## config.mk

```make
export PLATFORM = sky130hd
export DESIGN_NAME = io_responder_flat
export DESIGN_NICKNAME = d
export VERILOG_FILES = /design/src/rtl/io_responder_if.sv /design/src/rtl/io_responder.sv /design/src/flat_wrapper.sv
export SDC_FILE = /design/constraint.sdc
export NUM_CORES = 1
export LEC_CHECK = 0
export ABC_AREA = 1
export BUFFER_PORTS_ARGS = -buffer_cell sky130_fd_sc_hd__buf_2
export CAP_MARGIN = 10
export CORE_UTILIZATION = 50
export CTS_BUF_LIST = sky130_fd_sc_hd__clkbuf_8
export DETAILED_ROUTE_END_ITERATION = 8
export PLACE_DENSITY_LB_ADDON = 0.2
export REMOVE_ABC_BUFFERS = 1
export SLEW_MARGIN = 10
export SYNTH_ARGS = -nofsm -noshare
export SYNTH_HDL_FRONTEND = slang
export SYNTH_SLANG_ARGS = --single-unit
export TNS_END_PERCENT = 20
```

## constraint.sdc

```tcl
create_clock -name clk -period 2.1 [get_ports clk]
set_input_delay 0.21 -clock clk [delete_from_list [all_inputs] [get_ports clk]]
set_output_delay 0.21 -clock clk [all_outputs]
set_load 0.005 [all_outputs]
```

## src/rtl/io_responder_if.sv

```systemverilog
`default_nettype none
// ============================================================================
// Module  : io_responder_if
// Brief   : Processor load/store bus between a CPU core and io_responder.
// Rev     : 1.0  initial release
// ============================================================================
interface io_responder_if #(
  parameter int DBITS = 16
) ();
  logic [DBITS-1:0] addr;
  logic [DBITS-1:0] wdata;
  logic             we;
  logic             sel;
  logic [DBITS-1:0] rdata;

  modport master (
    output addr, wdata, we,
    input  sel, rdata
  );

  modport slave (
    input  addr, wdata, we,
    output sel, rdata
  );
endinterface
`default_nettype wire

```

## src/rtl/io_responder.sv

```systemverilog
`default_nettype none
// ============================================================================
// Module  : io_responder
// Brief   : Memory-mapped keys, switches, hex/LED outputs and tick timer.
// Rev     : 1.0  initial release
// ============================================================================
module io_responder #(
  parameter int DBITS      = 16,
  parameter int DEB_CYCLES = 500000,
  parameter int TICK_DIV   = 50000
) (
  input  logic          clk,
  input  logic          rst_n,
  io_responder_if.slave bus,
  input  logic [3:0]    key_i,
  input  logic [9:0]    sw_i,
  output logic [15:0]   hex_o,
  output logic [9:0]    ledr_o,
  output logic [7:0]    ledg_o
);

  localparam int DEB_W = (DEB_CYCLES > 1) ? $clog2(DEB_CYCLES) : 1;
  localparam int PRE_W = (TICK_DIV > 1) ? $clog2(TICK_DIV) : 1;
  localparam logic [DEB_W-1:0] DEB_MAX = DEB_W'(DEB_CYCLES - 1);
  localparam logic [PRE_W-1:0] PRE_MAX = PRE_W'(TICK_DIV - 1);
  localparam logic [DBITS-1:0] RD_DEAD = DBITS'(16'hDEAD);

  localparam logic [3:0] OFF_KEYS    = 4'h0;
  localparam logic [3:0] OFF_SW      = 4'h2;
  localparam logic [3:0] OFF_KEYEDGE = 4'h4;
  localparam logic [3:0] OFF_TCNT    = 4'h6;
  localparam logic [3:0] OFF_HEX     = 4'h8;
  localparam logic [3:0] OFF_LEDR    = 4'hA;
  localparam logic [3:0] OFF_LEDG    = 4'hC;
  localparam logic [3:0] OFF_TCTL    = 4'hE;

  logic [3:0]       key_s1_q, key_s2_q, key_acc_q, key_acc_d;
  logic [9:0]       sw_s1_q, sw_s2_q;
  logic [DEB_W-1:0] deb_cnt_q [4];
  logic [DEB_W-1:0] deb_cnt_d [4];
  logic [3:0]       keyedge_q, keyedge_d;
  logic [15:0]      hex_q, hex_d;
  logic [9:0]       ledr_q, ledr_d;
  logic [7:0]       ledg_q, ledg_d;
  logic [15:0]      tcnt_q, tcnt_d;
  logic [PRE_W-1:0] presc_q, presc_d;
  logic             en_q, en_d;
  logic             wrap_q, wrap_d;

  logic             w_sel;
  logic [3:0]       w_off;
  logic             w_wr;
  logic [DBITS-1:0] w_rdata;
  logic             w_tick;
  logic             w_wrap_set;

  assign w_sel     = (bus.addr[15:4] == 12'hFFF);
  assign w_off     = bus.addr[3:0];
  assign w_wr      = bus.we && w_sel;
  assign bus.sel   = w_sel;
  assign bus.rdata = w_rdata;

  assign hex_o  = hex_q;
  assign ledr_o = ledr_q;
  assign ledg_o = ledg_q;

  always_comb begin
    w_rdata = RD_DEAD;
    if (w_sel) begin
      case (w_off)
        OFF_KEYS:    w_rdata = DBITS'({12'h000, key_acc_q});
        OFF_SW:      w_rdata = DBITS'({6'h00, sw_s2_q});
        OFF_KEYEDGE: w_rdata = DBITS'({12'h000, keyedge_q});
        OFF_TCNT:    w_rdata = DBITS'(tcnt_q);
        OFF_HEX:     w_rdata = DBITS'(hex_q);
        OFF_LEDR:    w_rdata = DBITS'({6'h00, ledr_q});
        OFF_LEDG:    w_rdata = DBITS'({8'h00, ledg_q});
        OFF_TCTL:    w_rdata = DBITS'({14'h0000, wrap_q, en_q});
        default:     w_rdata = RD_DEAD;
      endcase
    end
  end

  // Debounce: a key level is accepted only after DEB_CYCLES of disagreement.
  always_comb begin
    key_acc_d = key_acc_q;
    deb_cnt_d = deb_cnt_q;
    for (int k = 0; k < 4; k++) begin
      if (key_s2_q[k] == key_acc_q[k]) begin
        deb_cnt_d[k] = '0;
      end else if (deb_cnt_q[k] == DEB_MAX) begin
        key_acc_d[k] = key_s2_q[k];
        deb_cnt_d[k] = '0;
      end else begin
        deb_cnt_d[k] = deb_cnt_q[k] + 1'b1;
      end
    end
  end

  // Falling accepted level sets the edge flag, and a set beats a same-cycle clear.
  always_comb begin
    keyedge_d = keyedge_q | (key_acc_q & ~key_acc_d);
    if (w_wr && (w_off == OFF_KEYEDGE)) begin
      keyedge_d = (keyedge_q & ~bus.wdata[3:0]) | (key_acc_q & ~key_acc_d);
    end
  end

  always_comb begin
    hex_d  = hex_q;
    ledr_d = ledr_q;
    ledg_d = ledg_q;
    if (w_wr && (w_off == OFF_HEX))  hex_d  = bus.wdata[15:0];
    if (w_wr && (w_off == OFF_LEDR)) ledr_d = bus.wdata[9:0];
    if (w_wr && (w_off == OFF_LEDG)) ledg_d = bus.wdata[7:0];
  end

  assign w_tick = en_q && (presc_q == PRE_MAX);

  // A processor load of TCNT overrides a coincident tick entirely.
  always_comb begin
    tcnt_d     = tcnt_q;
    presc_d    = presc_q;
    w_wrap_set = 1'b0;
    if (w_wr && (w_off == OFF_TCNT)) begin
      tcnt_d  = bus.wdata[15:0];
      presc_d = '0;
    end else if (w_tick) begin
      tcnt_d     = tcnt_q + 16'd1;
      presc_d    = '0;
      w_wrap_set = (tcnt_q == 16'hFFFF);
    end else if (en_q) begin
      presc_d = presc_q + 1'b1;
    end
    if (w_wr && (w_off == OFF_TCTL) && !en_q && bus.wdata[0]) begin
      presc_d = '0;
    end
  end

  always_comb begin
    en_d   = en_q;
    wrap_d = wrap_q;
    if (w_wr && (w_off == OFF_TCTL)) begin
      en_d   = bus.wdata[0];
      wrap_d = wrap_q & ~bus.wdata[1];
    end
    if (w_wrap_set) wrap_d = 1'b1;
  end

  always_ff @(posedge clk or negedge rst_n) begin
    if (!rst_n) begin
      key_s1_q  <= 4'hF;
      key_s2_q  <= 4'hF;
      key_acc_q <= 4'hF;
      sw_s1_q   <= '0;
      sw_s2_q   <= '0;
      for (int k = 0; k < 4; k++) deb_cnt_q[k] <= '0;
      keyedge_q <= '0;
      hex_q     <= '0;
      ledr_q    <= '0;
      ledg_q    <= '0;
      tcnt_q    <= '0;
      presc_q   <= '0;
      en_q      <= 1'b0;
      wrap_q    <= 1'b0;
    end else begin
      key_s1_q  <= key_i;
      key_s2_q  <= key_s1_q;
      key_acc_q <= key_acc_d;
      sw_s1_q   <= sw_i;
      sw_s2_q   <= sw_s1_q;
      for (int k = 0; k < 4; k++) deb_cnt_q[k] <= deb_cnt_d[k];
      keyedge_q <= keyedge_d;
      hex_q     <= hex_d;
      ledr_q    <= ledr_d;
      ledg_q    <= ledg_d;
      tcnt_q    <= tcnt_d;
      presc_q   <= presc_d;
      en_q      <= en_d;
      wrap_q    <= wrap_d;
    end
  end

endmodule
`default_nettype wire
```

## src/flat_wrapper.sv

```systemverilog
// flat-port wrapper written by rule: the top's interface ports become plain ports
module io_responder_flat 
#(
  parameter int DBITS      = 16,
  parameter int DEB_CYCLES = 500000,
  parameter int TICK_DIV   = 50000
)
  (clk, rst_n, key_i, sw_i, hex_o, ledr_o, ledg_o, bus_addr, bus_wdata, bus_we, bus_sel, bus_rdata);
  io_responder_if #(.DBITS(DBITS)) bus_i ();
  input  logic clk;
  input  logic rst_n;
  input  logic [3:0] key_i;
  input  logic [9:0] sw_i;
  output logic [15:0] hex_o;
  output logic [9:0] ledr_o;
  output logic [7:0] ledg_o;
  input wire logic [$bits(bus_i.addr)-1:0] bus_addr;
  input wire logic [$bits(bus_i.wdata)-1:0] bus_wdata;
  input wire logic [$bits(bus_i.we)-1:0] bus_we;
  output wire logic [$bits(bus_i.sel)-1:0] bus_sel;
  output wire logic [$bits(bus_i.rdata)-1:0] bus_rdata;
  assign bus_i.addr = bus_addr;
  assign bus_i.wdata = bus_wdata;
  assign bus_i.we = bus_we;
  assign bus_sel = bus_i.sel;
  assign bus_rdata = bus_i.rdata;
  io_responder #(.DBITS(DBITS), .DEB_CYCLES(DEB_CYCLES), .TICK_DIV(TICK_DIV)) u_core (.clk(clk), .rst_n(rst_n), .bus(bus_i), .key_i(key_i), .sw_i(sw_i), .hex_o(hex_o), .ledr_o(ledr_o), .ledg_o(ledg_o));
endmodule
```

==> results of run 1 <==
[cell usage after synthesis, types with 9 or more instances]
cell type	n
nand2_1	323
nor3_1	49
clkbuf_1	17
dfrtp_1	168
o211ai_1	9
nor2_1	190
o21ai_0	59
nand4_1	58
nand3_1	118
xor2_1	43
inv_1	145
o21ai_1	9
a21oi_1	20
dfstp_2	12
buf_2	17
[per-stage QoR]
stage | setup WS (ps) | hold slack (ps) | std cells | instance area, um^2
6_report | 79.43 | 20.69 | 1709 | 11330
3_5_place_dp | 192.9 | 272.6 | 1653 | 10660
5_1_grt | 47.59 | 21.46 | 1707 | 11320
2_1_floorplan | 199.5 | -85.59 | 1268 | 9605
4_1_cts | 127.3 | 0.5572 | 1707 | 11310
3_3_place_gp | 211.6 | 274.9 | 1653 | 10660
[layout make-up]
cell class                 count  area [um^2]
antenna                        2        5.005
clock buffer                  21        289.0
clock inverter                11        150.1
fill                        1766         7630
inverter                     152        570.5
multi-input combinational    936         4522
sequential                   180         4519
tap                          260        325.3
timing repair buffer         147        944.7
[routing by layer]
layer / up-vias / share of wire [%] / routed length [um]
li1: 4497 / - / -
met3: 29 / 5.0 / 1258
met5: - / 0 / 0
met4: 0 / 1.9 / 482
met1: 4245 / 46 / 11590
met2: 232 / 47 / 11670
[state kept, by name (all words and copies together) (netlist names)]
signal / cells
u_core.deb_cnt_q: 76
u_core.hex_o: 16
u_core.presc_q: 16
u_core.tcnt_q: 16
u_core.ledr_o: 10
u_core.sw_s1_q: 10
u_core.sw_s2_q: 10
u_core.ledg_o: 8
u_core.key_acc_q: 4
u_core.key_s1_q: 4
u_core.key_s2_q: 4
u_core.keyedge_q: 4
u_core.en_q: 1
u_core.wrap_q: 1
[cell usage in the layout (no fill, tap or decap), types with 2 or more instances in the layout]
cell type,n
a211oi_1,3
a21oi_1,20
a221oi_1,3
a31o_2,2
a31oi_1,5
buf_12,2
buf_2,98
buf_4,24
bufinv_16,3
clkbuf_8,22
clkinv_1,4
clkinv_4,2
clkinvlp_4,4
dfrtp_1,168
dfstp_2,12
diode_2,2
dlygate4sd3_1,22
ha_1,6
inv_1,146
inv_2,3
nand2_1,323
nand2_2,3
nand3_1,118
nand3_2,4
nand4_1,58
nor2_1,190
nor2_2,2
nor3_1,49
nor3_4,2
nor3b_1,8
nor4_1,4
o211ai_1,9
o21a_1,3
o21ai_0,59
o21ai_1,9
xnor2_1,3
xor2_1,43
[what timing repair did]
action,CTS,global route
resized for setup,0,1
hold buffers,22,0
hold endpoints to repair,91,0
buffers inserted,0,0
endpoints found under the setup margin,0,1
[final timing paths]
path / depth (start not counted) / start / endpoint / slack, ps
setup / recovery: 5 / u_core.tcnt_q[0] / bus_rdata[0] / 80
hold / removal: 3 / bus_wdata[15] / u_core.hex_o[15] / 20
setup reg to reg: 7 / u_core.presc_q[0] / u_core.wrap_q / 230
hold reg to reg: 0 / u_core.sw_s1_q[0] / u_core.sw_s2_q[0] / 350
max in group asynchronous: 3 / rst_n / u_core.en_q / 1060
min in group asynchronous: 2 / rst_n / u_core.deb_cnt_q[15] / 320
[power breakdown]
group	switching (mW)	total (mW)	internal, mW
logic	0.223	0.347	0.124
clock network	1.23	2.54	1.31
registers	0.0298	3.55	3.52
total	1.49	6.44	4.95
[worst register-to-register path: cells and delay by family (launching register included)]
family	cells	cell delay, ps
compound gates	1	180
fa+ha+maj	1	250
buf+inv	1	170
flops	1	440
simple gates	4	750
[logic make-up (layout without fill, tap and decap cells)]
| family | Yosys count | in the layout | share of synthesized area, % |
|---|---|---|---|
| buf+inv | 189 | 331 | 7.624 |
| compound gates | 116 | 116 | 6.665 |
| simple gates | 768 | 768 | 34.62 |
| other cells | 0 | 2 | 0 |
| flops | 180 | 180 | 46.21 |
| fa+ha+maj | 6 | 6 | 0.7675 |
| xor+xnor | 46 | 46 | 4.119 |
==> results.toml, run 1 <==
[clock_tree]
clk_latency_ps = 460
path_clk_slew_ps = 90
root_buffer = "clkbuf_8"
ctsHtreeMaxLevel = 4
cts_max_path_buffers = 2
clock_sinks = 180
cts_tree = "done"
cts_buffers = 17

[logic_synthesis]
seq_area_frac_synth_pct = 46.21
yosysUniqueCellTypes = 42
synth_area_per_cell_um2 = 7.495
synthTopCellsByArea = "dfrtp_1 (43%), nand2_1 (12%), nor2_1 (7.3%), nand3_1 (6.0%), inv_1 (5.6%)"
netlist_area_um2 = 9781
synth.top_cell.area_share_pct = 42.98
synth_flop_cell = "dfrtp_1"
synth_edf_count = 0
syn_inst = 1305
yosys_register_bits = 180
async_flop_share_pct = 100.0
yosysWarningCount = 0
yosysTopAreaCell = "dfrtp_1"

[pwr]
peakVddDrop_mv = 0.3940
power_mw = 6.435
leakage_nw = 5.240
power_density_nw_per_um2 = 568.2

[status]
status = "finished, final reports clean"

[global_route]
grt_use_met3_pct = 4.691
use_met2_pct = 42.21
antenna_found_initial = 2
grtUsageMet1_pct = 35.84
grt_pass1_vias = 8447
grt_max_degree = 74
grt_overflow = 0
grt_pass1_wl_mm = 41.64
grt.total_usage_pct = 26.23
grt.busiest_layer = "met2"

[setup_path]
critPathTopFamily = "compound AO/OA/AOI/OAI gates"
critPathArrivalTime_ps = 1810
crit_path_end_kind = "output pin"
start_kind = "flop"
cp_max_fo = 4
cp_slowest_cell = "a211oi_1"
required_ps = 1890
path_class = "flop to output pin"
worst-path-buf-inv = 2
slowest_delay_ps = 530
path_cells = "inv_1, nor2_1, a211oi_1, nand3_1, buf_2"

[timing]
rsz0062_at_grt = "no"
final-hold-violation-count = 0
setup_viol = 0
final-max-slew-violation-count = 0
skew_ps = 11.66
min_period_ps = 2021
post-route-period-util_pct = 96.22
fin_tns_setup_ps = 0
tightestPinTransition_ps = 613.9
relSlewSlack_pct = 59.07
clock.fmax_ghz = 0.4949

[cells_and_area]
nets = 1489
post-route-util_pct = 59.75
drive_gt1_share_pct = 13.20
syn_to_final_growth_pct = 15.80

[drt]
detail_route.iter0.violations = 580
viasPerCell = 5.268
ant_nets = 0
drt_wl_total_mm = 25.01
vias = 9003
drc = 0
wire_per_inst_um = 14.63
first_pass_iters = 5

[placement]
gp_congestion = 0.8936
io_buffers = 99
dp_hpwl_mm = 18.41

[die]
die_h_um = 141.9
rows = 50
core_area_um2 = 18960
fp.dieW_um = 141.9
start_util_pct = 51.60
dieArea_um2 = 20120
ios = 100

[run]
drv_cap = 0

[hold_path]
holdCritPathClass = "input pin to flop"
Power figures use the tool's default switching activity.
==> run 2: changes to the inputs <==
--- a/config.mk
+++ b/config.mk
@@ -7,5 +7,5 @@
 export LEC_CHECK = 0
 export ABC_AREA = 1
-export BUFFER_PORTS_ARGS = -buffer_cell sky130_fd_sc_hd__buf_2
+export BUFFER_PORTS_ARGS = -buffer_cell sky130_fd_sc_hd__buf_4
 export CAP_MARGIN = 10
 export CORE_UTILIZATION = 50
==> constraint.sdc (replaced) <==
create_clock -name clk -period 2.1 [get_ports clk]
set_input_delay 0.42 -clock clk [delete_from_list [all_inputs] [get_ports clk]]
set_output_delay 0.42 -clock clk [all_outputs]
set_load 0.005 [all_outputs]
==> run 2 against run 1 <==
  * Hold slack better by 30 ps
  * Count of clock-buffer cells in the layout grew 1
  * Sequential share of layout area decreased by 0.71 points
  * Worst setup slack worse by 41 ps
  * Register-to-register slack improved by 50 ps
  * Highest routed layer unchanged
  * Critical path depth grew 3
  * Wire length is 0.66% higher
  * Design area rose by 1.9%
  * Largest power group unchanged
  * Non-clock buffer count shrank 7
==> results.toml, run 2 (same netlist as run 1, synthesis figures left out) <==
[cells_and_area]
nets = 1482
drive_gt1_share_pct = 15.00
final_cell_mix = "nand2_1 (323), nor2_1 (188), dfrtp_1 (166), inv_1 (145), buf_4 (133)"
insertedDiodeCount = 0
instances_no_fill = 1700
layout_commonest_cell = "nand2_1"
fin_area_um2 = 11540
largest_reg_flops = 76
syn_to_final_growth_pct = 17.96
regMostFlops = "u_core.deb_cnt_q"

[timing]
hold_ws_ps = 50.47
tightestPinTransition_ps = 542.4
skew_ps = 12.26
final-hold-violation-count = 0
setup_viol = 0
clock.fmax_ghz = 0.4850
relSlewSlack_pct = 63.75
setup_slack_ps = 38.10
post-route-period-util_pct = 98.19
min_period_ps = 2062
rsz0062_at_grt = "yes"
final-max-slew-violation-count = 0

[status]
status = "finished, final reports clean"

[global_route]
antenna_found_initial = 0
grt.total_usage_pct = 26.20
grt_pass1_wl_mm = 41.46
grt_overflow = 0
grt_max_degree = 53
grt_pass1_vias = 8390

[drt]
wire_per_inst_um = 14.81
detail_route.iter0.violations = 776
drc = 0
viasPerCell = 5.309
drt_wl_total_mm = 25.17
first_pass_iters = 6
ant_nets = 0
vias = 9025

[clock_tree]
ctsHtreeMaxLevel = 4
cts_max_path_buffers = 2
cts_buffers = 17
clk_latency_ps = 470
path_clk_slew_ps = 100
clock_sinks = 180
root_buffer = "clkbuf_8"
cts_tree = "done"

[die]
start_util_pct = 51.60
fp.dieW_um = 141.9
rows = 50
die_h_um = 141.9
core_area_um2 = 18960
dieArea_um2 = 20120
ios = 100

[setup_path]
start_kind = "input pin"
worstSetupEndpoint = "bus_rdata[0]"
critPathArrivalTime_ps = 1640
cp_slowest_cell = "a211oi_1"
required_ps = 1680
r2r_start = "u_core.presc_q[0]"
crit_path_start = "bus_addr[2]"
slowest_delay_ps = 310
regToRegEndpoint = "u_core.tcnt_q[5]"
cp_max_fo = 8
crit_path_end_kind = "output pin"
path_class = "input pin to output pin"
reg2reg_depth = 8
cp.depth = 8
worst-path-buf-inv = 4
ff2ff_setup_slack_ps = 280
critPathTopFamily = "buffers and inverters"
path_cells = "buf_4, nand2_1, inv_1, nand2_1, clkinvlp_4, a211oi_1, nand3_1, buf_4"

[hold_path]
holdCritPathClass = "input pin to flop"

[pwr]
power_mw = 6.498
peakVddDrop_mv = 0.4184
leakage_nw = 5.286
power_density_nw_per_um2 = 563.2

[run]
drv_cap = 0

[placement]
place_inst = 1665
io_buffers = 99
gp_congestion = 0.9536
dp_hpwl_mm = 18.73
preCtsSetupSlack_ps = 16.30
placed_cell_area_um2 = 11030
run 2: cell type report:
cell class | instances | area [um^2]
Clock buffer | 22 | 302.8
Clock inverter | 10 | 142.6
Fill cell | 1743 | 7418
Inverter | 152 | 574.3
Multi-Input combinational cell | 936 | 4548
Sequential cell | 180 | 4522
Tap cell | 260 | 325.3
Timing Repair Buffer | 140 | 1122
run 2: worst min path at each step:
stage	startpoint	to	slack, ps	depth (start not counted)
6_report	sw_i[9]	u_core.sw_s1_q[9]	50	1
5_1_grt	sw_i[9]	u_core.sw_s1_q[9]	20	1
4_1_cts	sw_i[5]	u_core.sw_s1_q[5]	20	1
3_5_place_dp	u_core.sw_s1_q[9]	u_core.sw_s2_q[9]	340	0
3_3_place_gp	u_core.sw_s1_q[2]	u_core.sw_s2_q[2]	330	0
2_1_floorplan	rst_n	u_core.deb_cnt_q[0]	120	0
run 2: layer usage:
| metal | vias up | track usage, % | share of wire [%] |
|---|---|---|---|
| li1 | 4487 | - | - |
| met3 | 34 | 4.995 | 6.4 |
| met2 | 299 | 42.11 | 46 |
| met5 | - | 0 | 0 |
| met1 | 4205 | 35.76 | 46 |
| met4 | 0 | 8.376 | 1.8 |
run 2: timing repair:
item | in CTS | in global routing
hold endpoints to repair | 46 | 0
buffers inserted | 0 | 2
hold buffers | 1 | 0
pin swaps | 0 | 2
endpoints found under the setup margin | 2 | 9
gates resized for setup | 1 | 12
run 2: where the power goes:
group          internal (mW)  switching [mW]
Sequential              3.52          0.0310
Clock                   1.35            1.26
Combinational          0.129           0.217
Total                   4.99            1.50
run 2: stage by stage:
stage | util, % | setup TNS, ps
after global routing | 60.86 | -60.46
final | 60.86 | 0
after floorplan | - | -12.96
after global placement | 58.18 | 0
after detailed placement | 58.18 | 0
after CTS | 60.59 | -18.13
